**config.mk**
```make
export PLATFORM = sky130hd
export DESIGN_NAME = fb_port_arb
export DESIGN_NICKNAME = d
export VERILOG_FILES = /design/src/rtl/lcd_pkg.sv /design/src/rtl/fb_arb_pri.sv /design/src/rtl/fb_port_arb.sv
export SDC_FILE = /design/constraint.sdc
export NUM_CORES = 1
export LEC_CHECK = 0
export ABC_CLOCK_PERIOD_IN_PS = 5100
export CAP_MARGIN = 0
export CORE_MARGIN = 4
export CORE_UTILIZATION = 45
export DETAILED_ROUTE_END_ITERATION = 8
export GPL_TIMING_DRIVEN = 0
export HOLD_SLACK_MARGIN = 0.03
export PLACE_DENSITY = 0.84
export SYNTH_ARGS = -nofsm -noshare
export SYNTH_HDL_FRONTEND = slang
export SYNTH_SLANG_ARGS = --single-unit
```
**constraint.sdc**
```tcl
create_clock -name clk -period 5.1 [get_ports clk]
set_clock_uncertainty 0.15 [all_clocks]
set_input_delay 0.51 -clock clk [delete_from_list [all_inputs] [get_ports clk]]
set_output_delay 0.51 -clock clk [all_outputs]
set_load 0.01 [all_outputs]
```
**src/rtl/lcd_pkg.sv**
```systemverilog
// Shared encodings for the LCD frame-buffer path: arbiter FSM states,
// requester identifiers and the default frame-buffer extent.
package lcd_pkg;

    localparam logic [12:0] FB_LAST_DEF = 13'h12BF;

    typedef enum logic [2:0] {
        ST_IDLE,
        ST_WR,
        ST_RD,
        ST_RDW,
        ST_ACK,
        ST_GAP
    } arb_state_t;

    typedef enum logic [1:0] {
        REQ_NONE,
        REQ_REF,
        REQ_CAP,
        REQ_HST
    } req_id_t;

endpackage

```
**src/rtl/fb_arb_pri.sv**
```systemverilog
// Fixed-priority grant select (ref > cap > hst) with a host starvation
// override driven by a saturating host wait counter.
module fb_arb_pri
    import lcd_pkg::*;
#(
    parameter int HST_MAX = 8
)(
    input  logic    clk,
    input  logic    rst,
    input  logic    arb_en,
    input  logic    ref_req,
    input  logic    cap_req,
    input  logic    hst_req,
    output req_id_t grant
);

    localparam int            CW        = $clog2(HST_MAX + 1);
    localparam logic [CW-1:0] HST_MAX_C = CW'(HST_MAX);

    logic [CW-1:0] wait_cnt;
    logic          starved;

    assign starved = (wait_cnt >= HST_MAX_C);

    always_comb begin
        grant = REQ_NONE;
        if (arb_en) begin
            if (hst_req && starved) begin
                grant = REQ_HST;
            end else if (ref_req) begin
                grant = REQ_REF;
            end else if (cap_req) begin
                grant = REQ_CAP;
            end else if (hst_req) begin
                grant = REQ_HST;
            end
        end
    end

    // Counts every cycle the host is kept waiting, including busy cycles.
    always_ff @(posedge clk) begin
        if (rst) begin
            wait_cnt <= '0;
        end else if (!hst_req || grant == REQ_HST) begin
            wait_cnt <= '0;
        end else if (wait_cnt != HST_MAX_C) begin
            wait_cnt <= wait_cnt + CW'(1);
        end
    end

endmodule

```
**src/rtl/fb_port_arb.sv**
```systemverilog
// Frame-buffer port arbiter: shares one single-port SRAM between capture
// writes, host accesses and refresh reads, one SRAM access per grant.
module fb_port_arb
    import lcd_pkg::*;
#(
    parameter int            AW      = 13,
    parameter int            DW      = 8,
    parameter logic [AW-1:0] FB_LAST = FB_LAST_DEF,
    parameter int            RD_LAT  = 1,
    parameter int            HST_MAX = 8
)(
    input  logic          clk,
    input  logic          rst,
    input  logic          cap_wrreq,
    output logic          cap_wrack,
    input  logic [AW-1:0] cap_waddr,
    input  logic [DW-1:0] cap_wdata,
    input  logic          ref_rdreq,
    output logic          ref_rdack,
    input  logic [AW-1:0] ref_raddr,
    output logic [DW-1:0] ref_rdata,
    input  logic          hst_req,
    input  logic          hst_we,
    input  logic [AW-1:0] hst_addr,
    input  logic [DW-1:0] hst_wdata,
    output logic          hst_ack,
    output logic [DW-1:0] hst_rdata,
    output logic          sram_cs,
    output logic          sram_we,
    output logic [AW-1:0] sram_addr,
    output logic [DW-1:0] sram_wdata,
    input  logic [DW-1:0] sram_rdata,
    output logic          addr_err,
    input  logic          addr_err_clr
);

    localparam logic [1:0] RDW_LAST = 2'(RD_LAT - 2);

    arb_state_t    state, next_state;
    req_id_t       grant;
    logic          g_we;
    logic [AW-1:0] g_addr;
    logic [DW-1:0] g_wdata;
    logic          g_err;

    req_id_t       acc_id;
    logic          acc_we;
    logic [AW-1:0] acc_addr;
    logic [DW-1:0] acc_wdata;
    logic          acc_err;

    logic [1:0]        rdw_cnt;
    logic [RD_LAT-1:0] rd_shift;
    logic [DW-1:0]     rd_data;
    logic [DW-1:0]     ref_hold;
    logic [DW-1:0]     hst_hold;

    fb_arb_pri #(.HST_MAX(HST_MAX)) u_pri (
        .clk     (clk),
        .rst     (rst),
        .arb_en  (state == ST_IDLE),
        .ref_req (ref_rdreq),
        .cap_req (cap_wrreq),
        .hst_req (hst_req),
        .grant   (grant)
    );

    always_comb begin
        g_we    = 1'b0;
        g_addr  = '0;
        g_wdata = '0;
        case (grant)
            REQ_REF: g_addr = ref_raddr;
            REQ_CAP: begin
                g_we    = 1'b1;
                g_addr  = cap_waddr;
                g_wdata = cap_wdata;
            end
            REQ_HST: begin
                g_we    = hst_we;
                g_addr  = hst_addr;
                g_wdata = hst_wdata;
            end
            default: ;
        endcase
        g_err = (g_addr > FB_LAST);
    end

    always_ff @(posedge clk) begin
        if (rst) begin
            state <= ST_IDLE;
        end else begin
            state <= next_state;
        end
    end

    always_comb begin
        next_state = state;
        case (state)
            ST_IDLE: if (grant != REQ_NONE) next_state = g_we ? ST_WR : ST_RD;
            ST_WR:   next_state = ST_GAP;
            ST_RD:   next_state = (RD_LAT == 1) ? ST_ACK : ST_RDW;
            ST_RDW:  if (rdw_cnt == RDW_LAST) next_state = ST_ACK;
            ST_ACK:  next_state = ST_GAP;
            ST_GAP:  next_state = ST_IDLE;
            default: next_state = ST_IDLE;
        endcase
    end

    // Request fields are frozen at grant so requesters may change them freely afterwards.
    always_ff @(posedge clk) begin
        if (rst) begin
            acc_id    <= REQ_NONE;
            acc_we    <= 1'b0;
            acc_addr  <= '0;
            acc_wdata <= '0;
            acc_err   <= 1'b0;
        end else if (grant != REQ_NONE) begin
            acc_id    <= grant;
            acc_we    <= g_we;
            acc_addr  <= g_addr;
            acc_wdata <= g_wdata;
            acc_err   <= g_err;
        end
    end

    always_ff @(posedge clk) begin
        if (rst) begin
            addr_err <= 1'b0;
        end else if (grant != REQ_NONE && g_err) begin
            addr_err <= 1'b1;
        end else if (addr_err_clr) begin
            addr_err <= 1'b0;
        end
    end

    always_ff @(posedge clk) begin
        if (rst || state != ST_RDW) begin
            rdw_cnt <= 2'd0;
        end else begin
            rdw_cnt <= rdw_cnt + 2'd1;
        end
    end

    // Tracks issued reads so only data belonging to a live access is ever used.
    always_ff @(posedge clk) begin
        if (rst) begin
            rd_shift <= '0;
        end else begin
            rd_shift[0] <= (state == ST_RD) && !acc_err;
            for (int i = 1; i < RD_LAT; i++) begin
                rd_shift[i] <= rd_shift[i-1];
            end
        end
    end

    assign rd_data = rd_shift[RD_LAT-1] ? sram_rdata : '0;

    always_ff @(posedge clk) begin
        if (rst) begin
            ref_hold <= '0;
            hst_hold <= '0;
        end else if (state == ST_ACK) begin
            if (acc_id == REQ_REF) ref_hold <= rd_data;
            if (acc_id == REQ_HST) hst_hold <= rd_data;
        end
    end

    always_comb begin
        sram_cs   = 1'b0;
        sram_we   = 1'b0;
        cap_wrack = 1'b0;
        ref_rdack = 1'b0;
        hst_ack   = 1'b0;
        case (state)
            ST_WR: begin
                sram_cs   = !acc_err;
                sram_we   = !acc_err;
                cap_wrack = (acc_id == REQ_CAP);
                hst_ack   = (acc_id == REQ_HST);
            end
            ST_RD:  sram_cs = !acc_err;
            ST_ACK: begin
                ref_rdack = (acc_id == REQ_REF);
                hst_ack   = (acc_id == REQ_HST);
            end
            default: ;
        endcase
        ref_rdata = ref_rdack ? rd_data : ref_hold;
        hst_rdata = (state == ST_ACK && acc_id == REQ_HST) ? rd_data : hst_hold;
    end

    assign sram_addr  = acc_addr;
    assign sram_wdata = acc_wdata;

endmodule

```
-- Yosys cells after proc, flatten, opt, wreduce, memory -nomap -nowiden
Index checks and enable logic that the tools add are counted.
- bits in registers: 51
- input bits: 70
- word-level logic and storage cells: 69
- reduce and logical (&&, ||, !) cells: 17
- mux-type cells: 22
- magnitude comparators: 2
- eq/ne operators: 15
- $add $sub $neg: 2
- operators by type and width (cell ; number):
    13-bit one-hot mux with 3 select lines ; 1
    8-bit 2-to-1 mux ; 3
    8-bit one-hot mux with 2 select lines ; 1
    13-bit greater-than comparator, second input constant ; 1
    2-bit 2-to-1 mux ; 6
    3-bit one-hot mux with 4 select lines ; 1
    2-bit == test, second input constant ; 5
    1-bit 2-to-1 mux ; 7
    3-bit by 2-bit == test with 1-bit output, second input constant ; 2
    3-bit 2-to-1 mux ; 2
    2-bit AND reduction ; 3
    2-bit OR reduction ; 3
    4-bit by 1-bit adder with 4-bit output, second input constant ; 1
    2-bit by 1-bit == test with 1-bit output, second input constant ; 2
    4-bit greater-or-equal comparator, second input constant ; 1
    1-bit logical AND ; 4
    2-bit inequality test, second input constant ; 2
    4-bit inequality test, second input constant ; 1
    2-bit nonzero test ; 2
    3-bit by 1-bit == test with 1-bit output, second input constant ; 1
    3-bit == test, second input constant ; 1
    3-bit zero test ; 1
    3-bit by 2-bit inequality test with 1-bit output, second input constant ; 1
    2-bit by 1-bit adder with 2-bit output, second input constant ; 1
    other kinds (3) ; 5

-- Depth between registers and ports, before layout
Gate-level depths: netlist (run 1).
- depth after elaboration: 10
- gate-level depth with buffers: 8
- depth with buffers taken out: 6

-- Cells and area by module
Synthesis (run 1) repeated with hierarchy kept, for this count alone.
- cells, all modules: 257
- area, all modules: 2537.4 um^2
- by module, submodules not included (module ; cells each ; instances ; seq. area each (um^2) ; area an instance (um^2)):
    fb_port_arb ; 227 ; 1 ; 940.9 ; 2290.9
    fb_arb_pri ; 30 ; 1 ; 80.1 ; 246.5

-- Worst setup path before layout (run 1)
Ideal clock, no wire load.
- path type: reg-to-reg
- start: register state[0]
- end: register acc_addr[11], in the netlist sram_addr[11]
- data required time: 4835 ps
- arrival: 1884 ps
- stages on the path, launching flop included: 8
- setup slack: 2951 ps
- cell sequence: dfxtp_1 buf_6 or3_4 buf_6 nor2_8 buf_8 mux4_2 and2_1
- cells in the longest elaborated chain, start to end: 4
- elaborated cells on any way between the ends: 7
- RTL lines (item ; line ; RTL):
    start, declared ; fb_port_arb.sv:39 ; arb_state_t state, next_state;
    start signal, assigned ; fb_port_arb.sv:93 ; state <= next_state;
    3-bit zero test * ; fb_port_arb.sv:61 ; .arb_en (state == ST_IDLE),
    2-bit 2-to-1 mux * ; fb_arb_pri.sv:27 ; if (arb_en) begin
    2-bit == test / 2-bit by 1-bit == test with 1-bit output (equally long branches) ; fb_port_arb.sv:72 ; case (grant)
    13-bit one-hot mux with 3 select lines ; fb_port_arb.sv:72 ;
    end signal, assigned ; fb_port_arb.sv:121 ; acc_addr <= g_addr;
    end, declared ; fb_port_arb.sv:48 ; logic [AW-1:0] acc_addr;
Mark *: on every way between the ends. The rest lies on a longest branch, timed or not.
A chain may end at the register's enable or synchronous reset.

-- Worst setup path after layout (run 1)
- start: register state[1]
- end: output hst_rdata[0]
- cells in the longest elaborated chain, start to end: 3
- RTL lines (item ; line ; RTL):
    3-bit == test ; fb_port_arb.sv:190 ; hst_rdata = (state == ST_ACK && acc_id == REQ_HST) ? rd_data : hst_hold;
    1-bit logical AND ; fb_port_arb.sv:190 ;
    8-bit 2-to-1 mux ; fb_port_arb.sv:190 ;
    end, declared ; fb_port_arb.sv:27 ; output logic [DW-1:0] hst_rdata,
Every way passes these cells.

==> out/summary.md, run 1 <==
The type of origin of the critical path was a flop. For the highest ir drop seen on vdd, the log shows 0.205 mV. The top fanout value on the critical path works out to 10. Number of global-route vias before repair: 2496. Summed over all nets, the half-perimeter wirelength after detailed placement is 5690 µm. Summed over all failing endpoints, the final setup total negative slack is 0 ns.

The run gives 99 as the detailed router's first-iteration violation count. At the pin with the least slew margin, the transition time is 0.679 ns. For the wire length of the first global-routing pass, the log shows 11900 µm. The run gives 0.00390 mm² as the total non-filler cell area in the finished layout.

Setup violations remaining at the end of the flow were counted as 0. The worst setup slack after placement was 2.14 ns. The layout has 420 filler cells. Synthesis handed over a netlist of 272 instances. The number of hold buffers added after CTS was 0.

The first TritonRoute pass finished after 4 iterations. By instance count, the leading cell after synthesis is sky130_fd_sc_hd__dfxtp_1. In this run the power density over the cells is 351 mW/mm². Across the run, the number of max-cap violations was 0. Summed over all cells, the static leakage comes to 1.47 nW.

TritonCTS built the clock tree. A synthesized cell averages 9.55 µm². The total overflow left after global routing is 0. The placed instances occupy a cell area of 0.00380 mm².

During I/O placement, the number of pins put on the boundary was 113. Cells with a size suffix above 1 make up 9.21% of the layout. The worst-case clock buffer depth is 2, and the number of warnings printed during yosys synthesis is 0. After layout, the minimum clock period comes to 3.13 ns. Class of the tightest hold or removal check: reg -> reg. The worst register-to-register path begins at state[0]$_SDFFE_PP0P_. The number of vias per cell after detailed routing was 5.25.

The initialized floorplan defines 27 standard-cell rows. The run gives 0 as the number of endpoints with negative hold slack in the final report. The H-tree was split into 2 levels.

Once detail routing completed, the nets flagged for antenna violations numbered 0. The netlist area before placement came out at 0.00260 mm². The hold path endpoint is rdw_cnt[0]$_SDFF_PP0_. Clock tree synthesis inserted a total of 5 buffers. The pin count of the biggest net entering global routing is 17, and the area growth from synthesis to layout is 50.0%.

The worst register-to-register path ends at sram_addr[11]$_SDFFE_PP0P_. The portion of synthesized cell area occupied by the leading cell type is 39.3%. The instance count along the most critical hold path was 1.

By area the synthesized netlist is led by sky130_fd_sc_hd__dfxtp_1 (39%), sky130_fd_sc_hd__mux4_1 (9.1%), sky130_fd_sc_hd__and2_1 (7.0%). By startpoint and endpoint, the worst setup path is classified as reg -> out. Total wire length after detailed routing: 7110 µm.

Summed over all instances, the cell type with the most area after synthesis is sky130_fd_sc_hd__dfxtp_1. The flip-flop and latch count after synthesis was 51; the final routed DRC violation total was 0. The number of antenna diodes in the final layout is 0.

Setup repair after global routing left no endpoint under its margin. For the worst setup path, the data required time is 4.44 ns. The tools report the root buffer cell as sky130_fd_sc_hd__clkbuf_8. The tools report the arrival time at the worst endpoint as 2.47 ns.

The port buffer count came out at 111. Counting instances in the post-synthesis netlist gives the leading cell types as sky130_fd_sc_hd__dfxtp_1 (51), sky130_fd_sc_hd__and2_1 (29), sky130_fd_sc_hd__nand2_1 (22), sky130_fd_sc_hd__nor2_1 (18), sky130_fd_sc_hd__o21ai_0 (17). The overall via count from detail_route came out at 2433. In the synthesized netlist the dominant register cell turns out to be sky130_fd_sc_hd__dfxtp_1. Yosys mapped a number of flops with a built-in enable equal to 0. Number of different library cells in the post-synthesis netlist: 50. In this run the most critical hold path is launched from rdw_cnt[0]$_SDFF_PP0_. The share of flip-flops with an asynchronous set or reset was 0%. The die is 84.0 µm tall.

For the internal reg-to-reg setup slack, the log shows 2.83 ns. The total track usage came out at 20.6%. For this configuration, the core starts out at a cell density of 46.9%. At the end of the flow, the number of nets in the layout was 463. Dividing the final minimum period by the clock period gives 61.3%.

The logs give 51 for the number of clock sinks and 345 for the post-synth net total. After synthesis, flip-flops and latches occupy 39.3% of the total area. In this run, post-CTS repair resized a total of 0 instances. The floorplan step defined a die boundary enclosing 0.00705 mm².

The worst pin sits at a relative slew slack of 54.4%. The wire length per cell is 15.3 µm, and the highest attainable clock frequency is 0.320 GHz. The placer congestion estimate is 0.820, and the clock latency reported for the late side of the worst-skew pair is 0.30 ns. After layout, the worst setup slack is 1.97 ns. Measured along the x axis, the die boundary spans 84.0 µm. Clock-pin slew was measured on the worst setup and hold paths at 0.09 ns. The flow ran to the end, and the final reports show no timing, DRC or antenna violations. The count of final max-slew check failures is 0, and the number of setup buffers added after CTS is 0.

The number of antenna violations at the first check in global routing was 0. Counting cells, the worst reg-to-reg path comes to 7. The tools report the capturing element type of the critical path as an output pin. Placeable core region: 0.00554 mm².
-- per-stage QoR --
stage                     cells  total power [W]  util [%]  hold WS [ns]
after floorplan             272         0.000876         -         0.257
after global placement      455          0.00112      68.6         0.265
after detailed placement    455          0.00114      68.6         0.281
after CTS                   463          0.00138      70.3         0.294
after global routing        463          0.00146      70.3         0.321
final                       463          0.00137      70.3         0.290
-- worst max-delay path by stage --
stage                                      from                    endpoint  slack [ns]  depth (start not counted)
after floorplan           state[0]$_SDFFE_PP0P_  sram_addr[11]$_SDFFE_PP0P_        2.95                          7
after global placement                cap_wrreq  sram_addr[11]$_SDFFE_PP0P_        2.16                          7
after detailed placement              cap_wrreq  sram_addr[11]$_SDFFE_PP0P_        2.14                          7
after CTS                 state[1]$_SDFFE_PP0P_                hst_rdata[1]        1.95                          8
after global routing      state[1]$_SDFFE_PP0P_                hst_rdata[2]        1.68                          8
final                     state[1]$_SDFFE_PP0P_                hst_rdata[0]        1.97                          8
-- registers in the layout (all words and copies together), names as in the netlist --
signal          cells
hst_hold            8
sram_wdata          8
rdw_cnt             2
acc_id              2
state               3
ref_hold            8
acc_err             1
addr_err            1
u_pri.wait_cnt      4
rd_shift            1
sram_addr          13
-- area by class of cell --
cell class                      count  area, µm²  share of cell area (%)
Timing Repair Buffer              111       1110                    28.5
Clock buffer                        6       82.6                    2.12
Multi-Input combinational cell    192       1440                    36.9
Inverter                           11       41.3                    1.06
Tap cell                           72       90.1                    2.31
Sequential cell                    51       1020                    26.2
Buffer                             18       98.8                    2.54
Clock inverter                      2       16.3                   0.417
-- worst max-delay path: stages (launching register included) --
cell	delay [ns]
sky130_fd_sc_hd__dfxtp_1	0.31
sky130_fd_sc_hd__buf_2	0.17
sky130_fd_sc_hd__nor2_1	0.21
sky130_fd_sc_hd__and4_1	0.21
sky130_fd_sc_hd__buf_2	0.15
sky130_fd_sc_hd__clkbuf_1	0.30
sky130_fd_sc_hd__nand3_1	0.12
sky130_fd_sc_hd__o21ai_0	0.13
sky130_fd_sc_hd__clkdlybuf4s50_1	0.58
-- layout by cell type, fill, tap and decap left out, types with 2 or more instances in the layout --
master / instances
sky130_fd_sc_hd__nand2_1: 22
sky130_fd_sc_hd__dfxtp_1: 51
sky130_fd_sc_hd__clkdlybuf4s50_1: 111
sky130_fd_sc_hd__ha_1: 3
sky130_fd_sc_hd__mux4_1: 9
sky130_fd_sc_hd__nand3_1: 10
sky130_fd_sc_hd__nor2_1: 18
sky130_fd_sc_hd__nor2b_1: 2
sky130_fd_sc_hd__a21o_1: 2
sky130_fd_sc_hd__inv_1: 11
sky130_fd_sc_hd__a22oi_1: 13
sky130_fd_sc_hd__o21ai_0: 17
sky130_fd_sc_hd__xnor2_1: 3
sky130_fd_sc_hd__clkbuf_1: 11
sky130_fd_sc_hd__clkbuf_8: 6
sky130_fd_sc_hd__and2_1: 29
sky130_fd_sc_hd__a21oi_1: 8
sky130_fd_sc_hd__mux2_2: 12
sky130_fd_sc_hd__nor3_1: 7
sky130_fd_sc_hd__nand3b_1: 3
sky130_fd_sc_hd__o2bb2ai_1: 3
sky130_fd_sc_hd__nand2b_1: 3
sky130_fd_sc_hd__buf_2: 4
sky130_fd_sc_hd__a32oi_1: 2
sky130_fd_sc_hd__buf_6: 2
-- logic make-up after synthesis --
| kind of cell | Yosys count | share of synthesized area [%] |
|---|---|---|
| fa+ha+maj | 3 | 1.45 |
| mux | 23 | 15.6 |
| xor+xnor | 4 | 1.35 |
| flops | 51 | 39.3 |
| compound gates | 57 | 15.1 |
| buf+inv | 29 | 5.39 |
| simple gates | 105 | 21.9 |
-- power breakdown --
| group | switching, W | internal [W] | leakage [nW] |
|---|---|---|---|
| registers | 0.0000437 | 0.000469 | 0.416 |
| logic | 0.000274 | 0.000341 | 1.01 |
| clock network | 0.000131 | 0.000111 | 0.0474 |
-- routing by layer --
metal	share of wire (%)	GRT usage (%)	wire length [µm]	up-vias
li1	-	-	-	1209
met1	43	24.4	3080	1137
met2	48	36.4	3440	80
met3	7.2	6.22	513	7
met4	0.91	4.53	65	0
met5	0	0	0	-
(Power assumes the default switching activity.)
==> run 2: changes to the inputs <==
--- a/config.mk
+++ b/config.mk
@@ -5,14 +5,14 @@
 export SDC_FILE = /design/constraint.sdc
 export NUM_CORES = 1
 export LEC_CHECK = 0
-export ABC_CLOCK_PERIOD_IN_PS = 5100
+export ABC_CLOCK_PERIOD_IN_PS = 2950
 export CAP_MARGIN = 0
 export CORE_MARGIN = 4
-export CORE_UTILIZATION = 45
+export CORE_UTILIZATION = 42
 export DETAILED_ROUTE_END_ITERATION = 8
 export GPL_TIMING_DRIVEN = 0
 export HOLD_SLACK_MARGIN = 0.03
-export PLACE_DENSITY = 0.84
+export PLACE_DENSITY = 0.79
 export SYNTH_ARGS = -nofsm -noshare
 export SYNTH_HDL_FRONTEND = slang
 export SYNTH_SLANG_ARGS = --single-unit
==> constraint.sdc (replaced) <==
create_clock -name clk -period 2.95 [get_ports clk]
set_clock_uncertainty 0.15 [all_clocks]
set_input_delay 0.295 -clock clk [delete_from_list [all_inputs] [get_ports clk]]
set_output_delay 0.295 -clock clk [all_outputs]
set_load 0.01 [all_outputs]
==> run 2 against run 1 <==
Compared with the run above:
- routed wire length shrank 1.5%
- cell count grew 1.1%
- hold slack got worse by 0.080 ns
- register-to-register slack got worse by 2.2 ns
- via count is 0.49% lower
- non-clock buffer count is 3 higher
- die area increased by 6.4%
- final area is 1.0% higher
- clock power increased by 93%
- sequential power increased by 72%
- combinational power increased by 74%
- critical path type unchanged
- largest power group unchanged
- highest routed layer unchanged
==> out/summary.md, run 2 (same netlist as run 1, synthesis figures left out) <==
The run finished with clean final reports. The startpoint identified for the worst hold timing path is rst. For the number of global-route vias before repair, the log shows 2430. The register with the most flip-flops in the layout has 13 of them. The later pin in the worst-skew pair is clocked with a latency of 0.30 ns. The congestion estimate from routability-driven global placement came to 0.796. CTS placed an instance of sky130_fd_sc_hd__clkbuf_8 at the clock tree root. Dividing total power by cell area gives a power density of 615 mW/mm². First-pass iteration count of the detailed router: 4. For this block, the via count after detailed routing is 2421.

The number of endpoints with negative hold slack in the final report is 0. The run gives 44.3% as the combinational group share of total power. The min-delay analysis places its worst path in the category in -> reg. The number of standard cells in the layout, taps in and fillers out is 468, and the floorplan die width is 86.6 µm.

In this run the power spent charging and discharging nets is 0.000767 W. Worst-case clock buffer depth: 2. After floorplanning, the core was sized to cover 0.00596 mm².

The fraction of layout instances using a drive strength above 1 was 10.2%. The capture instance of the worst register-to-register path was sram_addr[11]$_SDFFE_PP0P_. Port buffering added 111 buffers. The count of final max-slew check failures was 0; the number of clock sinks was 51.

Traced cell by cell, the critical path runs through buf_2, nor2_2, and4_1, buf_2, clkbuf_2, o21ai_0, clkdlybuf4s50_1. The total power after layout is 0.00242 W. Along the worst hold path, the cell count comes to 2. Hold path endpoint: sram_wdata[0]$_SDFFE_PP0P_.

The area growth from synthesis to layout was 51.6%; the wire length of the first global-routing pass was 11400 µm. The chip height was 86.6 µm; the number of fill cells was 501. The worst-case IR drop observed on VDD is 0.288 mV. Final cell utilization of the core: 66.1%.

The capturing element type of the critical path is an output pin. For the finished layout, the period the worst path requires is 2.77 ns. For this run, the post-layout net count is 466. The sequential fraction of design power came out at 36.4%. Setup violations remaining at the end of the flow were counted as 0. Total track usage: 18.9%.

0 antenna diodes ended up in the layout. The wire length per cell came out at 15.0 µm. The critical path is of the reg -> out type. The initialized floorplan defines 28 standard-cell rows.

The top fanout value on the critical path works out to 10. Adding up every negative setup slack in the final design gives 0 ns. In this run switching power makes up 31.7% of total power.

The total wire length after detailed routing was 7000 µm; the number of I/O pins was 113. The number of cells on the worst reg-to-reg path is 7. The most common cell after layout, fill and taps aside is sky130_fd_sc_hd__clkdlybuf4s50_1.

Leaving out fill and tap cells, the most frequent cells in the layout are sky130_fd_sc_hd__clkdlybuf4s50_1 (109), sky130_fd_sc_hd__dfxtp_1 (51), sky130_fd_sc_hd__and2_1 (29), sky130_fd_sc_hd__nand2_1 (22). The final cycle utilization of the critical path is 93.8%, and the detailed router's first-iteration violation count is 50. For the number of placed cells counting well taps, the log shows 458. Among the stages of the critical path, the cell type that occurs most often is sky130_fd_sc_hd__buf_2.

The maximum single-stage delay on the critical path was 0.60 ns; the number of vias per cell after detailed routing was 5.17. The clock network is responsible for 19.3% of the overall power. Entering global routing, the biggest net connects 15 pins.

After detailed routing, the number of remaining DRC violations is 0. The logs give 2 for the H-tree level count and 0 for the number of buffers added to fix hold violations after cts. The worst slew slack as a fraction of its limit is 53.4%, and the number of maximum-capacitance violations is 0. For this design, the slowest cell found on the critical path is sky130_fd_sc_hd__clkdlybuf4s50_1. TritonCTS built the clock tree. Number of antenna violations at the first check in global routing: 0.

Summed over all cells, the static leakage comes to 1.53 nW. The run gives 2.32 ns as the arrival time at the worst endpoint. In this run the remaining antenna-violating nets after routing total 0. For flop-to-flop paths, the worst setup slack is 0.66 ns. After clock tree synthesis, the clock-pin slew on the worst setup and hold paths is 0.09 ns. At the pin with the least slew margin, the transition time is 0.694 ns. For this configuration, the core starts out at a cell density of 43.6%.

Type of origin of the critical path: a flop. The area of the die is 0.00751 mm², and the total CTS buffers is 5. After global routing the overflow that remains totals 0. The startpoint identified for the worst register-to-register timing path is state[0]$_SDFFE_PP0P_. For this run, the top clock speed supported by timing is 0.361 GHz.

Data on the critical path is required at its endpoint by 2.51 ns. Once detailed placement completed, the half-perimeter wirelength came to 5500 µm. The run gives 0.00166 W as the cell-internal power. The critical path starts at state[1]$_SDFFE_PP0P_.
-- run 2: changes by cell type in the layout (fill, tap and decap cells not counted), moves of 2 or more --
cell,change
sky130_fd_sc_hd__buf_4,+3
sky130_fd_sc_hd__clkbuf_2,+2
sky130_fd_sc_hd__clkdlybuf4s50_1,-2
sky130_fd_sc_hd__dlymetal6s2s_1,+2
-- run 2: how the worst max path moves through the flow --
stage,endpoint,cells after the start
after global routing,hst_rdata[1],8
after floorplan,sram_addr[11]$_SDFFE_PP0P_,7
final,hst_rdata[5],7
after detailed placement,sram_addr[11]$_SDFFE_PP0P_,7
after global placement,sram_addr[11]$_SDFFE_PP0P_,7
after CTS,hst_rdata[0],8
-- run 2: per-layer routing --
metal | track usage [%] | vias to the layer above | wire [µm]
met3 | 7.32 | 6 | 642
li1 | - | 1216 | -
met4 | 3.97 | 0 | 48
met2 | 31.8 | 83 | 3330
met1 | 22.8 | 1116 | 2980
met5 | 0 | - | 0
-- run 2: power groups by stage --
stage                     Sequential, W  Clock, W  Combinational, W
final                          0.000881  0.000467           0.00107
after global routing           0.000902  0.000504           0.00117
after CTS                      0.000882  0.000479           0.00107
after detailed placement       0.000896         0           0.00106
after global placement         0.000893         0           0.00105
after floorplan                0.000926         0          0.000589
-- run 2: area by class of cell --
| cell class | count | area, µm² | area share (%) |
|---|---|---|---|
| inverter | 11 | 41.3 | 1.05 |
| timing repair buffer | 114 | 1140 | 28.9 |
| sequential | 51 | 1020 | 25.9 |
| clock buffer | 6 | 72.6 | 1.84 |
| tap | 75 | 93.8 | 2.38 |
| buffer | 18 | 101 | 2.57 |
| clock inverter | 1 | 30.0 | 0.763 |
| multi-input combinational | 192 | 1440 | 36.5 |
-- run 2: timing repair --
action / in CTS / in global routing
setup endpoints to repair: 0 / 12
resized for setup: 0 / 7
buffers inserted: 0 / 3
-- run 2: worst max-delay path: cells and delay by family (launching register included) --
| kind | cells | cell delay (ns) |
|---|---|---|
| AOI/OAI and AO/OA | 1 | 0.29 |
| buffers and inverters | 4 | 1.12 |
| DFF | 1 | 0.33 |
| and+or+nand+nor | 2 | 0.27 |
-- run 2: stage by stage --
step / hold WS, ns / area (µm²) / setup slack (ns)
floorplan: 0.257 / 2600 / 0.801
CTS: 0.207 / 3910 / 0.00178
global route: 0.237 / 3940 / -0.00710
finish: 0.210 / 3940 / 0.184
detailed placement: 0.281 / 3800 / 0.195
global placement: 0.266 / 3800 / 0.195
